**src/rtl/ifetch_mem_responder.sv**
```systemverilog
// Instruction-fetch responder: one 16B-aligned block per request, fetched as sequential beats
// over a single-outstanding memory read port. Define IFR_LINEBUF_EN to add a one-line buffer.
module ifetch_mem_responder #(
  parameter int unsigned ADDR_W = 64,
  parameter int unsigned DATA_W = 128,
  parameter int unsigned BEAT_W = 64
) (
  input  logic              clock_i,
  input  logic              reset_ni,
  input  logic              pc_index_valid_i,
  input  logic [ADDR_W-1:0] pc_index_i,
  output logic              pc_index_ready_o,
  output logic              pc_operation_done_o,
  output logic [DATA_W-1:0] pc_read_inst_o,
  input  logic              flush_i,
  output logic              mem_req_valid_o,
  input  logic              mem_req_ready_i,
  output logic [ADDR_W-1:0] mem_req_addr_o,
  input  logic              mem_resp_valid_i,
  input  logic [BEAT_W-1:0] mem_resp_data_i,
  input  logic              linebuf_inval_i
);

  localparam int unsigned Beats = DATA_W / BEAT_W;
  localparam int unsigned BeatIdxW = (Beats > 1) ? $clog2(Beats) : 1;
  localparam logic [ADDR_W-1:0] BeatBytes = ADDR_W'(BEAT_W / 8);
  localparam logic [BeatIdxW-1:0] LastBeat = BeatIdxW'(Beats - 1);

  typedef enum logic [2:0] {StIdle, StReq, StWait, StDrain, StDone} state_e;

  state_e              state_q;
  logic [BeatIdxW-1:0] beat_q;
  logic [ADDR_W-1:0]   base_q;
  logic [DATA_W-1:0]   data_q;

  logic              accept;
  logic              lb_hit;
  logic [ADDR_W-1:0] req_base;

  assign req_base = {pc_index_i[ADDR_W-1:4], 4'h0};
  assign accept   = pc_index_valid_i & pc_index_ready_o;

  // Ready is gated by reset so it reads 0 while the block is held in reset.
  assign pc_index_ready_o    = reset_ni & (state_q == StIdle) & ~flush_i;
  assign mem_req_valid_o     = (state_q == StReq);
  assign mem_req_addr_o      = base_q + ADDR_W'(beat_q) * BeatBytes;
  assign pc_operation_done_o = (state_q == StDone) & ~flush_i;
  assign pc_read_inst_o      = data_q;

`ifdef IFR_LINEBUF_EN
  logic              lb_valid_q;
  logic [ADDR_W-5:0] lb_tag_q;
  logic              unused_bits;

  // An invalidate in the accept cycle forces a miss.
  assign lb_hit = lb_valid_q & ~linebuf_inval_i & (lb_tag_q == pc_index_i[ADDR_W-1:4]);
  assign unused_bits = ^pc_index_i[3:0];

  always_ff @(posedge clock_i or negedge reset_ni) begin
    if (!reset_ni) begin
      lb_valid_q <= 1'b0;
      lb_tag_q   <= '0;
    end else if (linebuf_inval_i || (accept && !lb_hit)) begin
      lb_valid_q <= 1'b0;
    end else if (state_q == StDone && !flush_i) begin
      lb_valid_q <= 1'b1;
      lb_tag_q   <= base_q[ADDR_W-1:4];
    end
  end
`else
  logic unused_bits;

  assign lb_hit = 1'b0;
  assign unused_bits = ^{pc_index_i[3:0], linebuf_inval_i};
`endif

  always_ff @(posedge clock_i or negedge reset_ni) begin
    if (!reset_ni) begin
      state_q <= StIdle;
      beat_q  <= '0;
      base_q  <= '0;
      data_q  <= '0;
    end else begin
      unique case (state_q)
        StIdle: begin
          if (accept) begin
            base_q  <= req_base;
            beat_q  <= '0;
            state_q <= lb_hit ? StDone : StReq;
          end
        end
        StReq: begin
          if (mem_req_ready_i) begin
            state_q <= flush_i ? StDrain : StWait;
          end else if (flush_i) begin
            state_q <= StIdle;
          end
        end
        StWait: begin
          // A response arriving with the flush is itself the one to discard.
          if (mem_resp_valid_i) begin
            if (flush_i) begin
              state_q <= StIdle;
            end else begin
              data_q[beat_q*BEAT_W +: BEAT_W] <= mem_resp_data_i;
              if (beat_q == LastBeat) begin
                state_q <= StDone;
              end else begin
                beat_q  <= beat_q + BeatIdxW'(1);
                state_q <= StReq;
              end
            end
          end else if (flush_i) begin
            state_q <= StDrain;
          end
        end
        StDrain: begin
          if (mem_resp_valid_i) begin
            state_q <= StIdle;
          end
        end
        StDone: begin
          state_q <= StIdle;
        end
        default: begin
          state_q <= StIdle;
        end
      endcase
    end
  end

endmodule
```
**config.mk**
```make
export PLATFORM = sky130hd
export DESIGN_NAME = ifetch_mem_responder
export DESIGN_NICKNAME = d
export VERILOG_FILES = /design/src/rtl/ifetch_mem_responder.sv
export SDC_FILE = /design/constraint.sdc
export NUM_CORES = 1
export LEC_CHECK = 0
export ABC_AREA = 1
export BUFFER_PORTS_ARGS = -buffer_cell sky130_fd_sc_hd__buf_2
export CORE_MARGIN = 2
export CORE_UTILIZATION = 25
export DETAILED_ROUTE_END_ITERATION = 8
export MAX_ROUTING_LAYER = met4
export PLACE_DENSITY_LB_ADDON = 0.12
export RECOVER_POWER = 25
export SLEW_MARGIN = 20
export SYNTH_ARGS = -nofsm -noshare
export SYNTH_HDL_FRONTEND = slang
export SYNTH_SLANG_ARGS = --single-unit
```
**constraint.sdc**
```tcl
create_clock -name clock_i -period 1.55 [get_ports clock_i]
set_input_delay 0.155 -clock clock_i [delete_from_list [all_inputs] [get_ports clock_i]]
set_output_delay 0.155 -clock clock_i [all_outputs]
set_load 0.02 [all_outputs]
```
# [After elaboration in Yosys (flattened, before gate mapping)]
# Cells that the tools add are included.
[classes] addsub=3 mul=0 div_mod_pow=0 magnitude_cmp=0 n_eq_ne=10 n_shift=2 mux=16 bitwise=5 reduce_logical=6
[ops] operator="$bwmux 128" count=1
[ops] operator="$shift 64x34->128 const A" count=1
[ops] operator="$shiftx 64x34->128" count=1
[ops] operator="$add 64x4->64" count=1
[ops] operator="$neg 7->34" count=1
[ops] operator="$mux 3" count=8
[ops] operator="$pmux 3 s4" count=1
[ops] operator="$ne 2x2->1 const B" count=4
[ops] operator="$reduce_and 4->1" count=2
[ops] operator="$eq 3x2->1 const B" count=2
[ops] operator="$mux 1" count=5
[ops] operator="$and 1x1->1" count=4
[ops] operator="$eq 3x1->1 const B" count=1
[ops] operator="$eq 3x3->1 const B" count=1
[ops] operator="$logic_not 3->1" count=1
[ops] operator="$ne 3x2->1 const B" count=1
[ops] operator="$ne 3x3->1 const B" count=1
[ops] operator="$reduce_and 3->1" count=1
[ops] operator="$pmux 1 s2" count=1
[ops] operator="$reduce_and 2->1" count=1
[ops] operator="$reduce_bool 2->1" count=1
[ops] operator="$add 1x1->1 const B" count=1
[ops] operator="$not 1->1" count=1
[word_totals] ff_bits=192 latch_bits=0 ram_bits=0 rom_bits=0 input_bits=135 out_inout_bits=195 wordCells=46 mem_count=0

# [Longest topological paths before layout]
# Gate-level depths: netlist (run 1).
[depth] depth_word=6 ltp_mapped=8 depth_no_buf=8

# [Worst setup path before layout (run 1)]
# No wires, ideal clock.
[synth_timing] path_type="reg-to-reg" from="register state_q[2]" to="register data_q[100], in the netlist pc_read_inst_o[100]" setup_time_ns=0.117 t_arrival_ns=1.334 t_required_ns=1.433 slack_ns=0.099 path_stages_with_launch=9 path_buffers=2 synth_period_minus_slack_ns=1.451 path_cell_list="dfrtp_1 > nor2_4 > nand4_2 > nor2_4 > inv_2 > buf_2 > buf_2 > nand2_1 > nand2_1"
[synth_via] elab_chain_len=2
[synth_rtl] item="start: declaration" line_no="31" source="state_e state_q;"
[synth_rtl] item="start signal: assignment" line_no="79" source="state_q <= StIdle;"
[synth_rtl] item="start signal: assignment" line_no="89" source="state_q <= lb_hit ? StDone : StReq;"
[synth_rtl] item="start signal: assignment" line_no="94" source="state_q <= flush_i ? StDrain : StWait;"
[synth_rtl] item="$eq 3x2->1" line_no="84" source="unique case (state_q)"
[synth_rtl] item="$reduce_and 3->1 (no source line)"
[synth_rtl] item="end signal: indexed assignment" line_no="105" source="data_q[beat_q*BEAT_W +: BEAT_W] <= mem_resp_data_i;"
[synth_rtl] item="end: declaration" line_no="34" source="logic [DATA_W-1:0] data_q;"
# Every way passes these cells.
# A chain may end at the register's enable or synchronous reset.

# [Worst setup path after layout (run 1)]
[layout_timing] from="register state_q[0]" to="output port pc_index_ready_o"
[layout_via] elab_chain_len=3
[layout_rtl] item="$logic_not 3->1" line_no="44" source="assign pc_index_ready_o = reset_ni & (state_q == StIdle) & ~flush_i;"
[layout_rtl] item="$and 1x1->1 (2 in series)" line_no="44"
[layout_rtl] item="end: declaration" line_no="12" source="output logic pc_index_ready_o,"
# Every way passes these cells.

==> flow_summary.yaml, run 1 <==
timing:
  fin_crit_sh_pct: 105
  fin_crit_ns: 1.62
  hold_ws_ns: 0.0218
  setup_ws_ns: -0.0743
  tightest_slew_ns: 1.02
  slew_violations: 0
  skew_ns: 0.00770
  fmax_mhz: 616
  hold_violations: 0
  setup_violations: 48
  rsz0062_at_grt: "yes"
  slew_headroom_pct: 32.1
min_path:
  whs_path_depth: 3
  min_path_type: "in -> reg"
  whs_endpoint: "pc_read_inst_o[80]"
  hold_path_startpoint: "mem_resp_data_i[16]"
route:
  vias: 7263
  dr.pass1.iters: 4
  postRouteAntennaNets: 0
  drt_wl_total_um: 29600
  wl_met1_um: 13700
  wl_per_cell_um: 17.3
  dr_wl_met3_um: 1940
  routed-wl-met2_um: 13700
  routed_via_density: 4.25
  drt-initial-drc-count: 325
  routed.top_layer: "met4"
  drc: 0
flow_run:
  max_cap_viol_count: 0
floorplan:
  core_mm2: 0.0296
  rows: 63
  dieArea_mm2: 0.0314
  die_y_um: 177
  io_pins: 330
  fp.dieW_um: 177
  start_util_pct: 25.3
synth:
  synthesis.area_mm2: 0.00749
  synth.avg_cell_area_um2: 8.99
  yosysSeqAreaShare_pct: 64.2
  synth_seq_cells: 192
  yosys.cell_types.count: 18
  synth_cells: 833
  synth_warnings: 0
worst_setup_path:
  critical_path.endpoint_type: "output port"
  crit_chain: "nor2_4 -> nand2_2 -> nor3_4 -> buf_12 -> buf_8"
  r2r_slack_ns: -0.06
  slowest_stage: "dfrtp_1"
  cp_max_fo: 2
  crit_path_start_kind: "register"
  r2r-end: "pc_read_inst_o[97]"
  path_class: "reg -> out"
  worstPathRequired_ns: 1.39
  ff2ff_path_depth: 10
  r2r_start: "state_q[0]"
  worstPathArrival_ns: 1.47
  slowest_delay_ns: 0.41
status:
  status: "finished, violations left"
  violations: "setup timing"
placement:
  routabilityCongestion: 0.755
  hpwl_um: 16500
  portBuffers: 321
  place_ws_ns: -0.00536
grt:
  antenna_found_initial: 1
  gr-total-overflow: 0
  grt_max_degree: 132
  grt_pass1_wl_um: 40400
  gr-usage-all-layers_pct: 17.1
  grt_pass1_vias: 7271
clock_network:
  path_clk_slew_ns: 0.08
  cts_sinks: 192
  cts_buffer_depth: 2
  cts_tree: "yes"
  numCtsBuffers: 17
  clk_latency_ns: 0.43
  root_buffer: "clkbuf_16"
  htreeDepth: 4
layout:
  fin_nets: 1440
  area_growth_pct: 63.7
  drive_gt1_share_pct: 32.2
power:
  power_frac_comb_pct: 40.8
  clkPwrFrac_pct: 21.9
  power.net_switching_mw: 9.10
  p_leak_nw: 6.83
  powerDensity_mw_per_mm2: 1780
  intPower_mw: 12.8
  irDropWorstVdd_uv: 671
  switching_share_pct: 41.6
  seqPwrFrac_pct: 37.3
[final cells by class]
| cell class | count | area [µm²] |
|---|---|---|
| antenna | 1 | 2.50 |
| clock buffer | 18 | 439 |
| clock inverter | 14 | 176 |
| fill | 3010 | 17300 |
| inverter | 30 | 135 |
| multi-input combinational | 561 | 2410 |
| sequential | 192 | 4800 |
| tap | 390 | 488 |
| timing repair buffer | 502 | 3800 |
| timing repair inverter | 1 | 8.76 |
[layout by cell type (no fill, tap or decap), drive strengths merged, types with 8 or more instances in the layout]
cell	Yosys	layout
nor2	8	8
buf	28	359
inv	30	38
clkbuf	25	39
dfrtp	192	192
dlygate4sd3	0	121
o21ai	45	45
nand2	393	394
nand3	107	107
[cells in the mapped netlist]
library cell / count / area share, %
nand2_2: 1 / 0.084
nor2_1: 6 / 0.30
nand4_2: 1 / 0.17
a21oi_1: 1 / 0.067
clkbuf_1: 25 / 1.3
buf_6: 1 / 0.15
conb_1: 1 / 0.050
inv_1: 26 / 1.3
nand2_1: 392 / 20
buf_4: 4 / 0.40
buf_2: 23 / 1.5
nor2_4: 2 / 0.30
inv_2: 4 / 0.20
nor3_2: 1 / 0.13
dfrtp_1: 192 / 64
o21ai_0: 45 / 3.0
nand3_1: 107 / 7.2
and2_1: 1 / 0.084
[metal layers]
layer	vias to the layer above	track usage, %
met2	239	27.3
met3	18	4.90
met1	3445	21.4
met5	-	-
met4	0	4.06
li1	3561	-
[sequential cells by signal, indices dropped and copies added, names as in the netlist]
register	flops
base_q	60
pc_read_inst_o	128
beat_q	1
state_q	3
[how the worst max path moves through the flow]
stage,startpoint,to,slack (ns),cells after the start
global route,state_q[0],pc_index_ready_o,-0.15,5
finish,state_q[0],pc_index_ready_o,-0.07,5
floorplan,state_q[2],pc_read_inst_o[100],0.1,8
detailed placement,state_q[2],pc_read_inst_o[0],-0.005,7
global placement,state_q[2],pc_read_inst_o[2],0.03,7
CTS,state_q[0],pc_index_ready_o,-0.16,5
[cells by family (layout without fill, tap and decap cells)]
family	Yosys count	after routing	share of synthesized area [%]
AO/OA/AOI/OAI	46	46	3.07
flip-flops	192	192	64.2
other	1	4	0.0501
buffers and inverters	83	565	4.85
AND/OR/NAND/NOR	511	512	27.9
[metrics by stage]
step,utilization [%],area (µm²),setup TNS [ns],power (mW),instances
finish,41.5,12300,-1.28,21.9,1709
global route,41.5,12300,-10.40,23.3,1709
CTS,39.4,11600,-3.04,21.8,1680
detailed placement,32.8,9690,-0.00536,16.5,1520
global placement,32.8,9690,0,16.4,1520
floorplan,-,7500,0,12.9,835
[power groups by stage]
stage               sequential, mW  clock (mW)  combinational, mW
floorplan                     10.8           0               2.17
global placement              8.20           0               8.20
detailed placement            8.23           0               8.24
CTS                           8.16        4.96               8.69
global route                  8.42        5.15               9.76
finish                        8.15        4.80               8.92
[critical path, delay by kind of cell (launching register included)]
kind	cells	cell delay [ns]
flops	1	0.41
simple gates	3	0.37
buf+inv	2	0.25
[timing repair]
action,4_1_cts,5_1_grt
endpoints found under the setup margin,6,118
setup buffers,6,5
gates resized for setup,15,49
endpoints found under the hold margin,373,0
hold buffers,121,0
cloned,1,24
pin swaps,3,4
(Power assumes the default switching activity.)
==> run 2, diff against run 1 <==
--- a/config.mk
+++ b/config.mk
@@ -7,7 +7,7 @@
 export LEC_CHECK = 0
 export ABC_AREA = 1
 export BUFFER_PORTS_ARGS = -buffer_cell sky130_fd_sc_hd__buf_2
-export CORE_MARGIN = 2
+export CORE_MARGIN = 5
 export CORE_UTILIZATION = 25
 export DETAILED_ROUTE_END_ITERATION = 8
 export MAX_ROUTING_LAYER = met4
==> flow_summary.yaml, run 2 (same netlist as run 1, synthesis figures left out) <==
route:
  routed_via_density: 4.19
  vias: 7099
  postRouteAntennaNets: 0
  wl_per_cell_um: 17.0
  drt-initial-drc-count: 388
  dr.pass1.iters: 4
  drt_wl_total_um: 28800
  drc: 0
min_path:
  whs_endpoint: "pc_read_inst_o[106]"
  min_path_type: "in -> reg"
  whs_path_depth: 3
  hold_path_startpoint: "mem_resp_data_i[42]"
worst_setup_path:
  cp_max_fo: 6
  r2r-end: "pc_read_inst_o[74]"
  worstPathRequired_ns: 1.39
  critical_path.endpoint_type: "output port"
  path_class: "in -> out"
  ff2ff_path_depth: 8
  worstPathArrival_ns: 1.46
  crit_path_start_kind: "input port"
  cp-startpoint: "reset_ni"
  r2r_start: "state_q[0]"
  r2r_slack_ns: -0.03
layout:
  area_growth_pct: 59.4
  fin_nets: 1425
  mostFrequentLayoutCell: "nand2_1"
  largest_reg_flops: 128
  drive_gt1_share_pct: 32.1
  final_cells: 1693
  final_cell_mix: "nand2_1 (389), buf_2 (317), dfrtp_1 (192), dlygate4sd3_1 (117), nand3_1 (107)"
grt:
  antenna_found_initial: 1
  grt_pass1_wl_um: 41000
  gr-total-overflow: 0
  grt_max_degree: 117
  gr-usage-all-layers_pct: 15.9
  grt_pass1_vias: 7152
status:
  status: "finished, violations left"
  violations: "setup timing"
clock_network:
  cts_buffer_depth: 2
  clk_latency_ns: 0.43
  htreeDepth: 4
  root_buffer: "clkbuf_16"
  cts_tree: "yes"
  numCtsBuffers: 17
  cts_sinks: 192
  path_clk_slew_ns: 0.07
floorplan:
  die_y_um: 183
  dieArea_mm2: 0.0335
  fp.dieW_um: 183
  io_pins: 330
  rows: 63
  start_util_pct: 25.3
  core_mm2: 0.0296
placement:
  dp_cells: 1521
  routabilityCongestion: 0.831
  hpwl_um: 17700
  portBuffers: 321
timing:
  tightest_slew_ns: 1.01
  setup_ws_ns: -0.0697
  slew_violations: 0
  setup_violations: 15
  fin_crit_sh_pct: 104
  hold_violations: 0
  rsz0062_at_grt: "yes"
  fin_crit_ns: 1.62
  fmax_mhz: 617
  skew_ns: 0.00872
  slew_headroom_pct: 32.9
  hold_ws_ns: 0.0139
power:
  powerDensity_mw_per_mm2: 1790
  p_leak_nw: 6.71
  irDropWorstVdd_uv: 727
flow_run:
  max_cap_viol_count: 0
==> run 2: through the flow <==
stage          power [mW]  utilization, %  setup TNS, ns  worst slack [ns]  area [µm²]
6_report             21.4            40.3         -0.187           -0.0697       11900
5_1_grt              22.8            40.3          -9.71            -0.134       11900
4_1_cts              21.5            39.0          -1.87            -0.141       11600
3_5_place_dp         16.6            32.7              0            0.0145        9710
3_3_place_gp         16.5            32.7              0            0.0322        9710
2_1_floorplan        12.9               -              0            0.0987        7500
==> run 2: per-layer routing <==
layer,up-vias,wire (µm),GRT usage [%]
li1,3545,-,-
met1,3316,13200,20.4
met2,227,13500,25.5
met3,11,1850,4.28
met4,0,272,3.34
met5,-,0,-
==> run 2: power by group <==
part           internal, mW  switching (mW)
logic                  3.09            5.80
clock network          2.17            2.17
registers              7.06            1.11
total                  12.3            9.07
==> run 2: final cells by class <==
cell class | count | area, µm²
Sequential cell | 192 | 4800
Fill cell | 3029 | 17700
Timing Repair Buffer | 488 | 3550
Multi-Input combinational cell | 561 | 2410
Clock inverter | 13 | 120
Clock buffer | 18 | 439
Tap cell | 390 | 488
Antenna cell | 1 | 2.50
Inverter | 30 | 125
==> run 2: how the worst max path moves through the flow <==
stage | depth (start not counted) | to
final | 6 | pc_index_ready_o
after global routing | 8 | pc_read_inst_o[75]
after CTS | 5 | pc_index_ready_o
after detailed placement | 7 | pc_read_inst_o[42]
after global placement | 7 | pc_read_inst_o[16]
after floorplan | 8 | pc_read_inst_o[100]
==> run 2: timing repair <==
| action | in CTS | in global routing |
|---|---|---|
| setup endpoints to repair | 3 | 132 |
| gates resized for setup | 11 | 27 |
| hold buffers | 117 | 0 |
| pin swaps | 3 | 5 |
| cloned | 1 | 14 |
| hold endpoints to repair | 366 | 0 |
| setup buffers | 8 | 0 |
==> run 2: worst max-delay path, stage by stage <==
cell	delay [ns]
dlygate4sd3_1	0.59
clkbuf_8	0.17
inv_1	0.07
nor3_4	0.22
buf_12	0.14
buf_8	0.10
==> run 3, diff against run 2 <==
--- a/config.mk
+++ b/config.mk
@@ -8,7 +8,7 @@
 export ABC_AREA = 1
 export BUFFER_PORTS_ARGS = -buffer_cell sky130_fd_sc_hd__buf_2
 export CORE_MARGIN = 5
-export CORE_UTILIZATION = 25
+export CORE_UTILIZATION = 43
 export DETAILED_ROUTE_END_ITERATION = 8
 export MAX_ROUTING_LAYER = met4
 export PLACE_DENSITY_LB_ADDON = 0.12
==> flow_summary.yaml, run 3 (same netlist as run 1, synthesis figures left out) <==
clock_network:
  clk_latency_ns: 0.42
  cts_sinks: 192
  root_buffer: "clkbuf_16"
  path_clk_slew_ns: 0.07
  cts_tree: "yes"
  numCtsBuffers: 17
  cts_buffer_depth: 2
  htreeDepth: 4
placement:
  routabilityCongestion: 0.854
  portBuffers: 321
  hpwl_um: 15100
grt:
  grt_max_degree: 193
  antenna_found_initial: 0
  gr-usage-all-layers_pct: 24.0
  grt_pass1_wl_um: 37300
  gr-total-overflow: 0
  grt_pass1_vias: 7183
power:
  clkPwrFrac_pct: 21.2
  seqPwrFrac_pct: 38.7
  irDropWorstVdd_uv: 947
  power_frac_comb_pct: 40.1
  power.net_switching_mw: 8.66
  intPower_mw: 12.4
  p_leak_nw: 6.39
  switching_share_pct: 41.1
  powerDensity_mw_per_mm2: 1840
timing:
  tightest_slew_ns: 0.625
  skew_ns: 0.0120
  setup_ws_ns: -0.0190
  slew_violations: 0
  fmax_mhz: 637
  rsz0062_at_grt: "yes"
  slew_headroom_pct: 58.3
  setup_violations: 1
  fin_crit_sh_pct: 101
  hold_violations: 0
  fin_crit_ns: 1.57
  fin_tns_setup_ns: -0.0190
route:
  drt-initial-drc-count: 312
  drt_wl_total_um: 24300
  postRouteAntennaNets: 0
  vias: 7196
  dr.pass1.iters: 4
  routed_via_density: 4.75
  drc: 0
  wl_per_cell_um: 16.0
layout:
  fin_nets: 1411
  antenna_cells: 0
  drive_gt1_share_pct: 27.1
  mostFrequentLayoutCell: "nand2_1"
  final_cell_mix: "nand2_1 (389), buf_2 (265), dfrtp_1 (192), dlygate4sd3_1 (121), nand3_1 (106)"
  area_growth_pct: 52.9
  utilization_pct: 66.7
  largest_reg_flops: 128
worst_setup_path:
  worstPathArrival_ns: 1.41
  cpMostUsedCell: "buf_6"
  path_class: "reg -> out"
  cp_max_fo: 2
  crit_buf_inv: 2
  cp.depth: 5
  critical_path.endpoint_type: "output port"
  crit_path_start_kind: "register"
  ff2ff_path_depth: 8
  crit_chain: "nor2_4 -> nand2_2 -> nor3_4 -> buf_6 -> buf_6"
  slowest_stage: "dfrtp_1"
  slowest_delay_ns: 0.41
  worstPathRequired_ns: 1.39
  crit_family: "flip-flops"
min_path:
  whs_path_depth: 3
  min_path_type: "in -> reg"
floorplan:
  io_pins: 330
  die_y_um: 142
  dieArea_mm2: 0.0202
  rows: 48
  fp.dieW_um: 142
  core_mm2: 0.0172
  start_util_pct: 43.6
status:
  status: "finished, violations left"
  violations: "setup timing"
flow_run:
  max_cap_viol_count: 0
-- run 3: cell count changes in the layout (fill, tap and decap cells not counted), sizes merged, moves of 4 or more --
cell	delta
dlygate4sd3	+4
clkinv	-4
clkinvlp	+4
clkbuf	+44
inv	-4
buf	-58
-- run 3: final timing paths --
path	startpoint	end	slack, ns
worst max-delay path	state_q[2]	pc_index_ready_o	-0.02
worst min-delay path	mem_resp_data_i[2]	pc_read_inst_o[66]	0.009
worst max register to register	state_q[2]	pc_read_inst_o[82]	0
worst min register to register	pc_read_inst_o[103]	pc_read_inst_o[103]	0.47
max in group asynchronous	reset_ni	pc_read_inst_o[83]	0.23
min in group asynchronous	reset_ni	base_q[59]	0.41
-- run 3: repair_timing --
item                                    4_1_cts  5_1_grt
endpoints found under the setup margin        3      113
cloned                                        0        5
hold buffers                                119        2
setup buffers                                 5        2
pin swaps                                     3        4
endpoints found under the hold margin       166       75
gates resized for setup                      13       19
-- run 3: layout make-up --
class / count / area, µm²
clock buffer: 20 / 447
clock inverter: 12 / 156
fill: 1430 / 5730
inverter: 30 / 120
multi-input combinational: 560 / 2370
sequential: 192 / 4800
tap: 225 / 282
timing repair buffer: 475 / 3270
-- run 3: power groups by stage --
| stage | Combinational (mW) | Sequential [mW] | Clock, mW |
|---|---|---|---|
| after global placement | 8.11 | 8.14 | 0 |
| after floorplan | 2.17 | 10.8 | 0 |
| after global routing | 9.21 | 8.41 | 4.79 |
| final | 8.45 | 8.16 | 4.48 |
| after detailed placement | 8.22 | 8.16 | 0 |
| after CTS | 8.57 | 8.11 | 4.59 |
-- run 3: per-stage QoR --
stage / instances / setup WS (ns) / hold WS (ns) / area (µm²) / total power, mW
3_5_place_dp: 1348 / 0.0601 / 0.374 / 9440 / 16.4
2_1_floorplan: 835 / 0.0987 / -0.141 / 7500 / 12.9
3_3_place_gp: 1348 / 0.0923 / 0.371 / 9440 / 16.3
4_1_cts: 1504 / -0.103 / 0.000388 / 11300 / 21.3
6_report: 1514 / -0.0190 / 0.00922 / 11500 / 21.1
5_1_grt: 1514 / -0.104 / 0.0102 / 11500 / 22.4
-- run 3: routing by layer --
| layer | global-route usage [%] | share of wire, % | vias up |
|---|---|---|---|
| met4 | 9.55 | 3.0 | 0 |
| met1 | 29.1 | 40 | 3392 |
| li1 | - | - | 3490 |
| met5 | - | 0 | - |
| met2 | 38.4 | 49 | 271 |
| met3 | 6.42 | 7.5 | 43 |
-- run 3: worst register-to-register path, delay by kind of cell (launching register included) --
| kind | cells | cell delay, ns |
|---|---|---|
| and+or+nand+nor | 4 | 0.55 |
| buffers and inverters | 3 | 0.41 |
| DFF | 1 | 0.41 |
| AOI/OAI and AO/OA | 1 | 0.07 |
